### src/rtl/adc_sample_stats_if.sv
// Sample/control/result bundle between the ADC sample-stats block and its environment.
// master drives samples and control; slave (the stats block) drives results and status.
interface adc_sample_stats_if #(
    parameter int DATA_WIDTH = 16
);
    logic [DATA_WIDTH-1:0] SAMPLE_IN;
    logic                  SAMPLE_VALID;
    logic                  START;
    logic                  CLEAR;
    logic                  CONT;
    logic [3:0]            WINDOW_LOG2;
    logic [DATA_WIDTH-1:0] AVG_OUT;
    logic [DATA_WIDTH-1:0] MIN_OUT;
    logic [DATA_WIDTH-1:0] MAX_OUT;
    logic                  RESULT_VALID;
    logic                  BUSY;
    logic [15:0]           WIN_COUNT;

    modport master (
        output SAMPLE_IN, SAMPLE_VALID, START, CLEAR, CONT, WINDOW_LOG2,
        input  AVG_OUT, MIN_OUT, MAX_OUT, RESULT_VALID, BUSY, WIN_COUNT
    );

    modport slave (
        input  SAMPLE_IN, SAMPLE_VALID, START, CLEAR, CONT, WINDOW_LOG2,
        output AVG_OUT, MIN_OUT, MAX_OUT, RESULT_VALID, BUSY, WIN_COUNT
    );
endinterface

### src/rtl/adc_sample_stats.sv
// Windowed average/min/max over 2^N ADC samples; results registered 2 edges after the last strobe.
// No backpressure: a strobe is accepted every cycle in ACCUM, and in DONE when continuous mode re-arms.
module adc_sample_stats #(
    parameter int DATA_WIDTH = 16,
    parameter int MAX_LOG2   = 10,
    parameter int ACC_WIDTH  = DATA_WIDTH + MAX_LOG2
) (
    input logic               SYSCLK,
    input logic               OPB_RST,
    adc_sample_stats_if.slave bus
);
    localparam int CNT_W = MAX_LOG2 + 1;

    typedef enum logic [1:0] {IDLE, ACCUM, DONE} state_t;

    state_t                state, state_nxt;
    logic [ACC_WIDTH-1:0]  acc;
    logic [CNT_W-1:0]      cnt, cnt_inc, target;
    logic [DATA_WIDTH-1:0] run_min, run_max;
    logic [DATA_WIDTH-1:0] avg_q, min_q, max_q;
    logic [3:0]            n_lat, n_clamp;
    logic                  result_valid, busy;
    logic [15:0]           win_count;

    assign n_clamp = (bus.WINDOW_LOG2 > 4'(MAX_LOG2)) ? 4'(MAX_LOG2) : bus.WINDOW_LOG2;
    assign cnt_inc = cnt + CNT_W'(1);
    assign target  = CNT_W'(1) << n_lat;

    always_ff @(posedge SYSCLK or posedge OPB_RST) begin
        if (OPB_RST) state <= IDLE;
        else         state <= state_nxt;
    end

    always_comb begin
        state_nxt = state;
        if (bus.CLEAR) begin
            state_nxt = IDLE;
        end else begin
            case (state)
                IDLE:  if (bus.START) state_nxt = ACCUM;
                ACCUM: if (bus.SAMPLE_VALID && cnt_inc == target) state_nxt = DONE;
                DONE: begin
                    // With N=0 a seeding sample is already a complete window.
                    if (bus.CONT) state_nxt = (bus.SAMPLE_VALID && n_lat == 4'd0) ? DONE : ACCUM;
                    else          state_nxt = IDLE;
                end
                default: state_nxt = IDLE;
            endcase
        end
    end

    always_ff @(posedge SYSCLK or posedge OPB_RST) begin
        if (OPB_RST) begin
            acc          <= '0;
            cnt          <= '0;
            run_min      <= '0;
            run_max      <= '0;
            avg_q        <= '0;
            min_q        <= '0;
            max_q        <= '0;
            n_lat        <= '0;
            result_valid <= 1'b0;
            busy         <= 1'b0;
            win_count    <= '0;
        end else if (bus.CLEAR) begin
            acc          <= '0;
            cnt          <= '0;
            run_min      <= '0;
            run_max      <= '0;
            n_lat        <= '0;
            result_valid <= 1'b0;
            busy         <= 1'b0;
            win_count    <= '0;
        end else begin
            result_valid <= 1'b0;
            busy         <= (state_nxt != IDLE);
            case (state)
                IDLE: begin
                    if (bus.START) begin
                        n_lat     <= n_clamp;
                        acc       <= '0;
                        cnt       <= '0;
                        run_min   <= '1;
                        run_max   <= '0;
                        win_count <= '0;
                    end
                end
                ACCUM: begin
                    if (bus.SAMPLE_VALID) begin
                        acc <= acc + ACC_WIDTH'(bus.SAMPLE_IN);
                        cnt <= cnt_inc;
                        if (bus.SAMPLE_IN <= run_min) run_min <= bus.SAMPLE_IN;
                        if (bus.SAMPLE_IN >= run_max) run_max <= bus.SAMPLE_IN;
                    end
                end
                DONE: begin
                    avg_q        <= DATA_WIDTH'(acc >> n_lat);
                    min_q        <= run_min;
                    max_q        <= run_max;
                    result_valid <= 1'b1;
                    if (win_count != 16'hFFFF) win_count <= win_count + 16'd1;
                    if (bus.CONT) begin
                        // A strobe landing in DONE seeds the next window so nothing is lost.
                        if (bus.SAMPLE_VALID) begin
                            acc     <= ACC_WIDTH'(bus.SAMPLE_IN);
                            cnt     <= CNT_W'(1);
                            run_min <= bus.SAMPLE_IN;
                            run_max <= bus.SAMPLE_IN;
                        end else begin
                            acc     <= '0;
                            cnt     <= '0;
                            run_min <= '1;
                            run_max <= '0;
                        end
                    end
                end
                default: ;
            endcase
        end
    end

    assign bus.AVG_OUT      = avg_q;
    assign bus.MIN_OUT      = min_q;
    assign bus.MAX_OUT      = max_q;
    assign bus.RESULT_VALID = result_valid;
    assign bus.BUSY         = busy;
    assign bus.WIN_COUNT    = win_count;
endmodule
### src/flat_wrapper.sv
// flat-port wrapper written by rule: the top's interface ports become plain ports
module adc_sample_stats_flat 
#(
    parameter int DATA_WIDTH = 16,
    parameter int MAX_LOG2   = 10,
    parameter int ACC_WIDTH  = DATA_WIDTH + MAX_LOG2
)
  (SYSCLK, OPB_RST, bus_SAMPLE_IN, bus_SAMPLE_VALID, bus_START, bus_CLEAR, bus_CONT, bus_WINDOW_LOG2, bus_AVG_OUT, bus_MIN_OUT, bus_MAX_OUT, bus_RESULT_VALID, bus_BUSY, bus_WIN_COUNT);
  adc_sample_stats_if #(.DATA_WIDTH(DATA_WIDTH)) bus_i ();
  input logic SYSCLK;
  input logic OPB_RST;
  input wire logic [$bits(bus_i.SAMPLE_IN)-1:0] bus_SAMPLE_IN;
  input wire logic [$bits(bus_i.SAMPLE_VALID)-1:0] bus_SAMPLE_VALID;
  input wire logic [$bits(bus_i.START)-1:0] bus_START;
  input wire logic [$bits(bus_i.CLEAR)-1:0] bus_CLEAR;
  input wire logic [$bits(bus_i.CONT)-1:0] bus_CONT;
  input wire logic [$bits(bus_i.WINDOW_LOG2)-1:0] bus_WINDOW_LOG2;
  output wire logic [$bits(bus_i.AVG_OUT)-1:0] bus_AVG_OUT;
  output wire logic [$bits(bus_i.MIN_OUT)-1:0] bus_MIN_OUT;
  output wire logic [$bits(bus_i.MAX_OUT)-1:0] bus_MAX_OUT;
  output wire logic [$bits(bus_i.RESULT_VALID)-1:0] bus_RESULT_VALID;
  output wire logic [$bits(bus_i.BUSY)-1:0] bus_BUSY;
  output wire logic [$bits(bus_i.WIN_COUNT)-1:0] bus_WIN_COUNT;
  assign bus_i.SAMPLE_IN = bus_SAMPLE_IN;
  assign bus_i.SAMPLE_VALID = bus_SAMPLE_VALID;
  assign bus_i.START = bus_START;
  assign bus_i.CLEAR = bus_CLEAR;
  assign bus_i.CONT = bus_CONT;
  assign bus_i.WINDOW_LOG2 = bus_WINDOW_LOG2;
  assign bus_AVG_OUT = bus_i.AVG_OUT;
  assign bus_MIN_OUT = bus_i.MIN_OUT;
  assign bus_MAX_OUT = bus_i.MAX_OUT;
  assign bus_RESULT_VALID = bus_i.RESULT_VALID;
  assign bus_BUSY = bus_i.BUSY;
  assign bus_WIN_COUNT = bus_i.WIN_COUNT;
  adc_sample_stats #(.DATA_WIDTH(DATA_WIDTH), .MAX_LOG2(MAX_LOG2), .ACC_WIDTH(ACC_WIDTH)) u_core (.SYSCLK(SYSCLK), .OPB_RST(OPB_RST), .bus(bus_i));
endmodule
### config.mk
export PLATFORM = sky130hd
export DESIGN_NAME = adc_sample_stats_flat
export DESIGN_NICKNAME = d
export VERILOG_FILES = /design/src/rtl/adc_sample_stats_if.sv /design/src/rtl/adc_sample_stats.sv /design/src/flat_wrapper.sv
export SDC_FILE = /design/constraint.sdc
export NUM_CORES = 1
export LEC_CHECK = 0
export ABC_AREA = 1
export BUFFER_PORTS_ARGS = -buffer_cell sky130_fd_sc_hd__clkbuf_2
export CELL_PAD_IN_SITES_DETAIL_PLACEMENT = 1
export CELL_PAD_IN_SITES_GLOBAL_PLACEMENT = 1
export CORE_MARGIN = 2
export CORE_UTILIZATION = 35
export DETAILED_ROUTE_END_ITERATION = 16
export PLACE_DENSITY_LB_ADDON = 0.1
export SLEW_MARGIN = 20
export SYNTH_ARGS = -nofsm -noshare
export SYNTH_HDL_FRONTEND = slang
export SYNTH_SLANG_ARGS = --single-unit
### constraint.sdc
create_clock -name SYSCLK -period 8.75 [get_ports SYSCLK]
set_clock_uncertainty 0.05 [all_clocks]
set_input_delay 0.4375 -clock SYSCLK [delete_from_list [all_inputs] [get_ports SYSCLK]]
set_output_delay 0.4375 -clock SYSCLK [all_outputs]
set_load 0.02 [all_outputs]
Yosys cells after proc, flatten, opt, wreduce, memory -nomap -nowiden

Index checks and enable logic that the tools add are counted.

Input bits: 26
Word-level logic and storage cells: 88
Output and inout port bits: 66
Bits in registers: 141

Equal/unequal tests: 10
Mux-type cells: 42
Shift-type cells: 2
$add $sub $neg: 3
Magnitude comparators: 3
Bitwise logic cells: 1
Reduce and logical (&&, ||, !) cells: 15

Operators with widths:

| operator                                               | count |
|---|---|
| two-way mux 16 bit                                     | 15 |
| two-way mux 26 bit                                     | 4 |
| case mux 16 bit (3 select lines)                       | 2 |
| case mux 26 bit (3 select lines)                       | 1 |
| two-way mux 11 bit                                     | 4 |
| case mux 11 bit (3 select lines)                       | 1 |
| case mux 16 bit (2 select lines)                       | 1 |
| adder 26 x 16 -> 26 bit                                | 1 |
| >> shifter 26 x 4 -> 16 bit                            | 1 |
| adder 16 x 1 -> 16 bit (second input constant)         | 1 |
| greater-or-equal comparator 16 bit                     | 1 |
| <= comparator 16 bit                                   | 1 |
| two-way mux 4 bit                                      | 4 |
| inequality test 16 bit (second input constant)         | 1 |
| adder 11 x 1 -> 11 bit (second input constant)         | 1 |
| == test 11 bit                                         | 1 |
| << shifter 1 x 4 -> 11 bit (first input constant)      | 1 |
| two-way mux 2 bit                                      | 5 |
| AND reduction 5 bit                                    | 2 |
| inequality test 3 x 2 -> 1 bit (second input constant) | 3 |
| inequality test 3 bit (second input constant)          | 3 |
| case mux 2 bit (3 select lines)                        | 1 |
| nonzero test 2 bit                                     | 3 |
| greater-than comparator 4 bit (second input constant)  | 1 |
| 12 further kinds                                       | 17 |

Depth between registers and ports, before layout

Gate-level depths: netlist (run 1).

Depth after elaboration: 8
Gate-level depth with buffers: 17
Gate-level depth less buffers: 17

Worst setup path after synthesis (run 1)

Ideal clock, no wire load.

Kind: input port to flip-flop
From: input bus_SAMPLE_IN[0]
To: register u_core.acc[16]
Setup slack: 6598 ps
Stages on the path: 12
Path buffers: 0
Arrival time: 1983 ps
Setup time: 119 ps
Data required time: 8581 ps
Path through: ha_1 -> fa_1 -> nand2_1 -> o21ai_2 -> nand2_1 -> nand2_1 -> nand2_1 -> nand2_1 -> a21oi_1 -> o21bai_1 -> a21oi_1 -> nor2_1

Longest elaborated chain between the ends: 4

Ends and longest elaborated chain:

| element                          | line                    | source |
|---|---|---|
| from (decl)                      | flat_wrapper.sv:12      | `input wire logic [$bits(bus_i.SAMPLE_IN)-1:0] bus_SAMPLE_IN;` |
| adder 26 x 16 -> 26 bit          | adc_sample_stats.sv:90  | `acc <= acc + ACC_WIDTH'(bus.SAMPLE_IN);` |
| two-way mux 26 bit               | adc_sample_stats.sv:89  | `if (bus.SAMPLE_VALID) begin` |
| case mux 26 bit (3 select lines) | adc_sample_stats.sv:77  | `case (state)` |
| two-way mux 26 bit               | adc_sample_stats.sv:65  | `end else if (bus.CLEAR) begin` |
| to (signal assigned)             | adc_sample_stats.sv:90  |  |
| to (signal assigned)             | adc_sample_stats.sv:105 | `acc <= ACC_WIDTH'(bus.SAMPLE_IN);` |
| to (decl)                        | adc_sample_stats.sv:17  | `logic [ACC_WIDTH-1:0] acc;` |

No other way between the ends. The select of a mux whose other input is x is not followed.
A chain may end at the register's enable or synchronous reset.

Worst setup path after layout (run 1)

From: register u_core.state[0]
To: register u_core.cnt[0]

Longest elaborated chain between the ends: 3
Elaborated cells between the ends (all ways): 10
Classes of those cells: eq/ne: 5; mux: 2; reduce/logical: 3

Ends and longest elaborated chain:

| element                                                                    | line                   | source |
|---|---|---|
| from (decl)                                                                | adc_sample_stats.sv:16 | `state_t state, state_nxt;` |
| from (signal assigned)                                                     | adc_sample_stats.sv:31 | `else state <= state_nxt;` |
| == test 2 bit, or another cell as far along                                | adc_sample_stats.sv:77 |  |
| inequality test 3 bit (no line), or another cell as far along              | n/a                    |  |
| AND reduction 4 bit (no line) / two-way mux 11 bit (equally long branches) | n/a                    |  |
| to (signal assigned)                                                       | adc_sample_stats.sv:91 | `cnt <= cnt_inc;` |
| to (decl)                                                                  | adc_sample_stats.sv:18 | `logic [CNT_W-1:0] cnt, cnt_inc, target;` |

Parallel ways exist; a longest one is shown, timed or not.

==> run metrics, run 1 <==
Flop pwr share 39.0%; fin crit period 3.65 ns; startpoint type of the worst setup path flop; commonest non-fill, non-tap cell in the layout nand2_1; Worst slew margin 33.2%; HPWL Detailed 23.1 mm; clk_lat worst skew 0.43 ns; fill cell count 3432; I/O pin cnt 92; Die ar. 28300 sq um; grt met1 use 31.1%; fin crit share 41.7%; Starting DRT DRC Count 466; syn_area_per_cell 7.09 sq um; maximum number of pins on one net before global-route repair 76; CP top delay family buffers and inverters; worst vdd ir 0.0000968 V; global-route wire length before repair 50.1 mm; Core Rows 60; flops & latches, synth 141; TritonRoute pass-1 iters 5; met2 Use GR 36.9%; synth top area cells dfrtp_1 (37%), nand2_1 (15%), o21ai_0 (9.3%); Combinational Power Share 25.7%; fin util 40.0%; die height 168 um; Post-DRT Antenna Nets 0; clk root buf clkbuf_16; largest area contributor in the netlist dfrtp_1; GRT Util Overall 22.4%; CTS max path bufs 2; most used cell, CP nand2_2; setup TNS 0 ns; Peak Freq 0.274 GHz; Inserted Clock Buffers 17; H-tree levels 4; grt met3 use 2.68%; Switching Share 37.0%; status finished, final reports clean; Yosys Warn Count 0; initial core utilization 35.3%; vias per cell 5.21; Mapped Nets 1414; max cap viols 0; IO buf count 91; CP Max Fanout 66; count of flip-flops with a built-in enable after synthesis 0; final setup violation count 0; PwrDens 188 nW/um^2; Die X 168 um; DRC 0; Slew @ Worst Pin 1.00 ns; synthesis-to-layout area growth 13.3%; critical path class reg -> reg; asr flop ratio synth 100%; sequential area share after synthesis 37.4%; Multi-input gate area 5090 sq um; CP Data Arrival Time 3.92 ns; number of global-route vias before repair 9238; Core Region 26700 sq um; Unique masters post-synth 52; Setup Buffers After CTS 0; CTS tree built; # diodes 0; reg-to-reg setup timing slack 5.10 ns; slowest stage delay, CP 0.57 ns; Leak 0.00506 uW; Top Usage Layer GRT met2; worst hold path class in -> async; final WL 30.9 mm; initial antenna violation count 0; Nets 1479; Mapped Area 9450 sq um; unrepaired setup endpoints after global routing false; GP Congestion 0.827; final hold violations 0; Clock power frac 35.3%; Bufs and invs on worst path 4; crit end category flop; Clock Pin Slew Worst Setup and Hold Paths 0.07 ns; Slew Viols, Final 0; Vias 9122; routed len/inst 17.6 um; layout cells sized above 1 11.8%; FF/Latch Area 3530 sq um; critical-path cell list inv_1 > ha_1 > nand2_2 > buf_4 > o21ai_2 > nor2_4 > buf_4 > nand2_2 > inv_2 > nand2_2 > o221ai_1; Int Pwr 1270 uW; CTS Hold Bufs 0; Sw Pwr 746 uW; Worst Path Required 9.02 ns; slowest CP cell inv_2; Resized cells post-CTS 0; clock tree sinks 141; commonest non-fill, non-tap cells in the layout nand2_1 (375), o21ai_0 (176), inv_1 (141), dfrtp_1 (141), clkbuf_2 (91); top cell type's share of synthesized area 37.4%; grt ovf 0; post-synthesis cell count 1333; dominant synthesized flop cell dfrtp_1
==> layout make-up <==
type,count,area share [%]
clock buffers,18,4.11
well taps,341,3.99
repair buffers,98,4.75
flip-flops and latches,141,33.0
clock inverters,14,1.12
multi-input cells,986,47.6
inverters,154,5.45
==> routing by layer <==
metal  share of wire, %  routed length [um]
met2                 45               14000
met5                  0                   0
met1                 49               15200
met4                1.9                 579
met3                3.3                1020
==> worst reg2reg max path: stages, from the launching register on <==
cell and delay [ns]:
dfrtp_1 0.40, inv_1 0.10, ha_1 0.32, nand2_2 0.28, buf_4 0.53, o21ai_2 0.13
nor2_4 0.11, buf_4 0.33, nand2_2 0.17, inv_2 0.57, nand2_2 0.31, o221ai_1 0.23
==> cell families after synthesis <==
group,count (synthesis),synth area share (%)
AOI/OAI and AO/OA,337,19.4
xor gates and xnor gates,5,0.464
adders and majority gates,55,7.37
buffers and inverters,206,8.73
DFF,141,37.4
muxes,4,0.424
and+or+nand+nor,585,26.3
==> Yosys cell counts (all sizes together) (6+ instances only) <==
master	number
nand2	379
o21ai	199
inv	151
dfrtp	141
nor2	82
a21oi	78
nand3	75
ha	54
buf	30
clkbuf	22
o22ai	18
nor3	16
a31oi	12
nand4	12
nor4	6
==> sequential cells by signal (all words and copies together), names as in the netlist <==
register,count
u_core.bus.MAX_OUT,16
u_core.bus.RESULT_VALID,1
u_core.run_min,16
u_core.acc,26
u_core.bus.WIN_COUNT,16
u_core.bus.BUSY,1
u_core.n_lat,4
u_core.bus.MIN_OUT,16
u_core.run_max,16
u_core.bus.AVG_OUT,16
u_core.cnt,11
u_core.state,2
==> metrics by stage <==
stage / total power [uW] / hold slack [ns] / area [sq um] / setup WS (ns) / cells
detailed placement: 1320 / 0.424 / 10100 / 5.08 / 1720
global placement: 1310 / 0.417 / 10100 / 5.16 / 1720
floorplan: 1140 / 0.403 / 9450 / 4.48 / 1333
global route: 2140 / 0.103 / 10700 / 4.73 / 1752
finish: 2020 / 0.0308 / 10700 / 5.10 / 1752
CTS: 2040 / 0.0652 / 10700 / 5.09 / 1752
==> path summary, 6_finish.rpt <==
kind / from / to / depth (start not counted)
max: u_core.state[0] / u_core.cnt[0] / 11
min: OPB_RST / u_core.bus.WIN_COUNT[10] / 2
max reg2reg: u_core.state[0] / u_core.cnt[0] / 11
min reg2reg: u_core.bus.MIN_OUT[0] / u_core.bus.MIN_OUT[0] / 2
max in group asynchronous: OPB_RST / u_core.run_min[0] / 3
min in group SYSCLK: bus_WINDOW_LOG2[2] / u_core.n_lat[2] / 3
==> power groups by stage <==
stage | Sequential, uW | Clock (uW) | Combinational, uW
global placement | 799 | 0 | 510
CTS | 787 | 731 | 525
detailed placement | 798 | 0 | 521
floorplan | 851 | 0 | 291
global route | 797 | 758 | 586
finish | 787 | 712 | 517
No activity file was read; power rests on OpenSTA's default activity.
==> run 2, diff against run 1 <==
==> constraint.sdc (replaced) <==
create_clock -name SYSCLK -period 3.8 [get_ports SYSCLK]
set_clock_uncertainty 0.05 [all_clocks]
set_input_delay 0.19 -clock SYSCLK [delete_from_list [all_inputs] [get_ports SYSCLK]]
set_output_delay 0.19 -clock SYSCLK [all_outputs]
set_load 0.02 [all_outputs]
==> run metrics, run 2 (synthesized netlist as in run 1, its figures left out) <==
clock tree sinks 141 (unchanged); max cap viols 0 (unchanged); initial antenna violation count 0 (unchanged); commonest non-fill, non-tap cells in the layout nand2_1 (375), o21ai_0 (176), inv_1 (141), dfrtp_1 (141), clkbuf_2 (91) (unchanged); Resized cells post-CTS 0 (unchanged); PwrDens 433 nW/um^2 (was 188 nW/um^2); CP Data Arrival Time 3.39 ns (was 3.92 ns); IO buf count 91 (unchanged); Die ar. 28300 sq um (unchanged); fin crit share 82.2% (was 41.7%); H-tree levels 4 (unchanged); Leak 0.00510 uW (was 0.00506 uW); Inserted Clock Buffers 17 (unchanged); # diodes 0 (unchanged); Worst slew margin 41.3% (was 33.2%); Worst Path Required 4.06 ns (was 9.02 ns); synthesis-to-layout area growth 14.2% (was 13.3%); overall power 4670 uW (was 2020 uW); setup TNS 0 ns (unchanged); unrepaired setup endpoints after global routing false (unchanged); Nets 1488 (was 1479); Core Rows 60 (unchanged); I/O pin cnt 92 (unchanged); crit end category flop (unchanged); grt ovf 0 (unchanged); number of global-route vias before repair 9350 (was 9238); clk root buf clkbuf_16 (unchanged); Peak Freq 0.320 GHz (was 0.274 GHz); HPWL Detailed 23.2 mm (was 23.1 mm); global-route wire length before repair 51.4 mm (was 50.1 mm); Largest register FFs 26 (unchanged); GRT Util Overall 22.9% (was 22.4%); Die X 168 um (unchanged); Slew @ Worst Pin 0.878 ns (was 1.00 ns); Inst Count DP 1725 (was 1720); CTS Hold Bufs 4 (was 0); final hold violations 0 (unchanged); Setup Buffers After CTS 0 (unchanged); clk_lat worst skew 0.43 ns (about the same); CTS max path bufs 2 (unchanged); fin util 40.4% (was 40.0%); TritonRoute pass-1 iters 5 (unchanged); initial core utilization 35.3% (unchanged); reg-to-reg setup timing slack 0.68 ns (was 5.10 ns); Vias 9229 (was 9122); status finished, final reports clean (unchanged); critical path class reg -> reg (unchanged); Core Region 26700 sq um (unchanged); CP Max Fanout 32 (was 66); vias per cell 5.24 (was 5.21); routed len/inst 17.7 um (was 17.6 um); DRC 0 (unchanged); startpoint type of the worst setup path flop (unchanged); Placed Area 10200 sq um (was 10100 sq um); Clock Pin Slew Worst Setup and Hold Paths 0.07 ns (about the same); Final Non-Filler Cells 1761 (was 1752); die height 168 um (unchanged); Slew Viols, Final 0 (unchanged); Largest Register u_core.acc (unchanged); worst vdd ir 0.000263 V (was 0.0000968 V); final WL 31.2 mm (was 30.9 mm); maximum number of pins on one net before global-route repair 111 (was 76); final setup violation count 0 (unchanged); worst hold path class in -> reg (was in -> async); Starting DRT DRC Count 466 (unchanged); fill cell count 3434 (was 3432); fin crit period 3.12 ns (was 3.65 ns); Post-DRT Antenna Nets 0 (unchanged); CTS tree built (unchanged); design area 10800 sq um (was 10700 sq um); commonest non-fill, non-tap cell in the layout nand2_1 (unchanged); GP Congestion 0.845 (was 0.827); layout cells sized above 1 12.0% (was 11.8%)
-- run 2: worst max-delay path, cell delays in order (launching register included) --
cell and delay (ns):
dfrtp_1 0.41, inv_1 0.10, ha_1 0.65, inv_1 0.12
nand2_1 0.11, o31ai_2 0.08, nor2_4 0.38, nand2_1 0.63
o21ai_0 0.46
-- run 2: power by group --
part	switching [uW]	leakage (uW)	internal [uW]
combinational	833	0.00292	370
sequential	131	0.00192	1690
clock	776	0.000265	876
total	1740	0.00510	2930
-- run 2: metrics by stage --
stage          setup slack (ns)  hold slack (ns)
2_1_floorplan              1.72            0.239
3_3_place_gp              0.870            0.311
3_5_place_dp              0.767            0.314
4_1_cts                   0.647           0.0376
5_1_grt                   0.337           0.0478
6_report                  0.675           0.0570
-- run 2: cell type report --
cell class              count  area (sq um)  share of cell area [%]
repair buffers            107           598                    5.54
flip-flops and latches    141          3530                    32.7
inverters                 154           582                    5.39
clock buffers              18           439                    4.07
multi-input cells         986          5090                    47.2
well taps                 341           427                    3.95
clock inverters            14           123                    1.14
-- run 2: worst paths after layout --
| check | depth (start not counted) | to | startpoint |
|---|---|---|---|
| worst max-delay path | 8 | u_core.run_min[6] | u_core.state[1] |
| worst min-delay path | 3 | u_core.n_lat[1] | bus_WINDOW_LOG2[1] |
| worst max register to register | 8 | u_core.run_min[6] | u_core.state[1] |
| worst min register to register | 2 | u_core.bus.MIN_OUT[4] | u_core.bus.MIN_OUT[4] |
| max in group asynchronous | 4 | u_core.acc[7] | OPB_RST |
| min in group asynchronous | 3 | u_core.bus.WIN_COUNT[3] | OPB_RST |
-- run 2: per-layer routing --
layer	vias up	GRT usage [%]	share of wire, %
met3	26	3.17	2.6
met2	136	37.4	46
met1	4485	32.3	50
li1	4582	-	-
met4	0	5.25	1.2
met5	-	0	0
==> run 3, diff against run 2 <==
==> constraint.sdc (replaced) <==
create_clock -name SYSCLK -period 2.73 [get_ports SYSCLK]
set_clock_uncertainty 0.05 [all_clocks]
set_input_delay 0.1365 -clock SYSCLK [delete_from_list [all_inputs] [get_ports SYSCLK]]
set_output_delay 0.1365 -clock SYSCLK [all_outputs]
set_load 0.02 [all_outputs]
==> run metrics, run 3 (synthesized netlist as in run 1, its figures left out) <==
status finished, final reports clean (unchanged); Inserted Clock Buffers 17 (unchanged); Clock power frac 35.8% (was 35.4%); CP top delay family simple AND/OR/NAND/NOR gates (unchanged); Largest Register u_core.acc (unchanged); Post-DRT Antenna Nets 0 (unchanged); worst hold path class in -> reg (unchanged); CP Data Arrival Time 2.75 ns (was 3.39 ns); Worst Path Required 3.03 ns (was 4.06 ns); TritonRoute pass-1 iters 5 (unchanged); Flop pwr share 38.2% (was 38.9%); setup TNS 0 ns (unchanged); most used cell, CP nand2_1; I/O pin cnt 92 (unchanged); CP Max Fanout 6 (was 32); capturing point of the worst reg2reg path u_core.acc[25] (was u_core.run_min[6]); final hold violations 0 (unchanged); synthesis-to-layout area growth 16.0% (was 14.2%); final WL 31.2 mm (about the same); met2 Use GR 38.3% (was 37.4%); initial antenna violation count 1 (was 0); Multi-input gate area 5090 sq um (unchanged); Hold Path End u_core.acc[0] (was u_core.n_lat[1]); Die X 168 um (unchanged); FF/Latch Area 3530 sq um (unchanged); number of global-route vias before repair 9631 (was 9350); CTS max path bufs 2 (unchanged); critical path class reg -> reg (unchanged); HPWL Detailed 23.6 mm (was 23.2 mm); Int Pwr 4180 uW (was 2930 uW); GRT Util Overall 22.8% (was 22.9%); fin crit period 2.45 ns (was 3.12 ns); overall power 6610 uW (was 4670 uW); slowest CP cell o21ai_0 (was ha_1); Combinational Power Share 26.0% (was 25.7%); Inst Count DP 1739 (was 1725); crit end category flop (unchanged); Resized cells post-CTS 0 (unchanged); clk_lat worst skew 0.43 ns (about the same); max cap viols 0 (unchanged); grt ovf 0 (unchanged); Largest register FFs 26 (unchanged); clock tree sinks 141 (unchanged); final setup violation count 0 (unchanged); Nets 1504 (was 1488); GP Congestion 0.857 (was 0.845); Bufs and invs on worst path 1 (was 2); reg-to-reg setup timing slack 0.28 ns (was 0.68 ns); initial core utilization 35.3% (unchanged); commonest non-fill, non-tap cells in the layout nand2_1 (375), o21ai_0 (176), inv_1 (141), dfrtp_1 (141), clkbuf_2 (91) (unchanged); vias per cell 5.22 (was 5.24); Worst slew margin 52.4% (was 41.3%); Core Rows 60 (unchanged); slowest stage delay, CP 0.48 ns (was 0.65 ns); Clock Pin Slew Worst Setup and Hold Paths 0.06 ns (was 0.07 ns); commonest non-fill, non-tap cell in the layout nand2_1 (unchanged); routed len/inst 17.6 um (was 17.7 um); Worst Setup SP u_core.acc[2] (was u_core.state[1]); DRC 0 (unchanged); IO buf count 91 (unchanged); Leak 0.00519 uW (was 0.00510 uW); unrepaired setup endpoints after global routing false (unchanged); hold depth 3 (unchanged); layout cells sized above 1 12.9% (was 12.0%); reg2reg start u_core.acc[2] (was u_core.state[1]); grt met1 use 31.3% (was 32.3%); Peak Freq 0.408 GHz (was 0.320 GHz); Slew @ Worst Pin 0.712 ns (was 0.878 ns); H-tree levels 4 (unchanged); Die ar. 28300 sq um (unchanged); Slew Viols, Final 0 (unchanged); maximum number of pins on one net before global-route repair 65 (was 111); FF-to-FF path depth 13 (was 8); worst vdd ir 0.000338 V (was 0.000263 V); Switching Share 36.7% (was 37.2%); PwrDens 603 nW/um^2 (was 433 nW/um^2); Starting DRT DRC Count 447 (was 466); critical-path cell list ha_1 > nand3_1 > nand3_1 > inv_1 > nor2_1 > nor2_1 > o21ai_0 > nand2_1 > nand2_1 > nand3_1 > nand2_1 > nand2_1 > nor2_1 (was inv_1 > ha_1 > inv_1 > nand2_1 > o31ai_2 > nor2_4 > nand2_1 > o21ai_0); Top Usage Layer GRT met2 (unchanged); fin crit share 89.8% (was 82.2%); grt met3 use 2.54% (was 3.17%); fill cell count 3400 (was 3434); die height 168 um (unchanged); Core Region 26700 sq um (unchanged); global-route wire length before repair 51.3 mm (was 51.4 mm); Sw Pwr 2430 uW (was 1740 uW); clk root buf clkbuf_16 (unchanged); Vias 9277 (was 9229); hold wc startpoint bus_SAMPLE_IN[0] (was bus_WINDOW_LOG2[1]); startpoint type of the worst setup path flop (unchanged); CTS tree built (unchanged); Final Non-Filler Cells 1778 (was 1761)
run 3: cell count changes in the layout (fill, tap and decap cells not counted):
| cell | change |
|---|---|
| buf_4 | +12 |
| buf_12 | +2 |
| dlygate4sd3_1 | +2 |
| bufinv_16 | +1 |
| clkbuf_8 | -1 |
| diode_2 | +1 |
run 3: worst min-delay path, cell delays in order:
cell	delay (ns)
clkbuf_2	0.11
nand2_1	0.10
o211ai_1	0.10
run 3: worst max path at each step:
stage                     end  slack (ns)  depth (start not counted)
2_1_floorplan  u_core.acc[16]        0.65                         12
6_report       u_core.acc[25]        0.28                         13
3_3_place_gp   u_core.acc[25]        0.34                         12
4_1_cts        u_core.acc[24]        0.27                         12
3_5_place_dp   u_core.acc[24]        0.26                         12
5_1_grt        u_core.acc[24]       0.006                         12
run 3: repair_timing:
item,4_1_cts,5_1_grt
setup buffers,0,0
hold buffers,6,0
endpoints found under the hold margin,32,0
run 3: layout make-up:
type,count,area share (%)
antenna,1,0.0228
sequential,141,32.2
clock buffer,17,3.88
multi-input combinational,986,46.5
tap,341,3.89
inverter,154,5.31
clock inverter,15,1.39
timing repair buffer,123,6.83
run 3: power groups by stage:
| stage | sequential, uW | combinational (uW) | clock (uW) |
|---|---|---|---|
| final | 2530 | 1720 | 2370 |
| after global routing | 2560 | 1950 | 2510 |
| after CTS | 2530 | 1740 | 2410 |
| after detailed placement | 2560 | 1720 | 0 |
| after global placement | 2560 | 1690 | 0 |
| after floorplan | 2730 | 933 | 0 |
run 3: through the flow:
step	utilization [%]	hold slack (ns)	worst slack, ns	area, sq um
floorplan	-	0.186	0.645	9450
global placement	38.6	0.223	0.337	10300
detailed placement	38.6	0.225	0.262	10300
CTS	41.0	0.0282	0.274	11000
global route	41.0	0.0504	0.00584	11000
finish	41.0	0.0418	0.280	11000
run 3: layer usage:
layer / part of all wire, % / vias to the layer above
li1: - / 4613
met1: 49 / 4485
met2: 47 / 144
met3: 2.9 / 35
met4: 1.6 / 0
met5: 0 / -
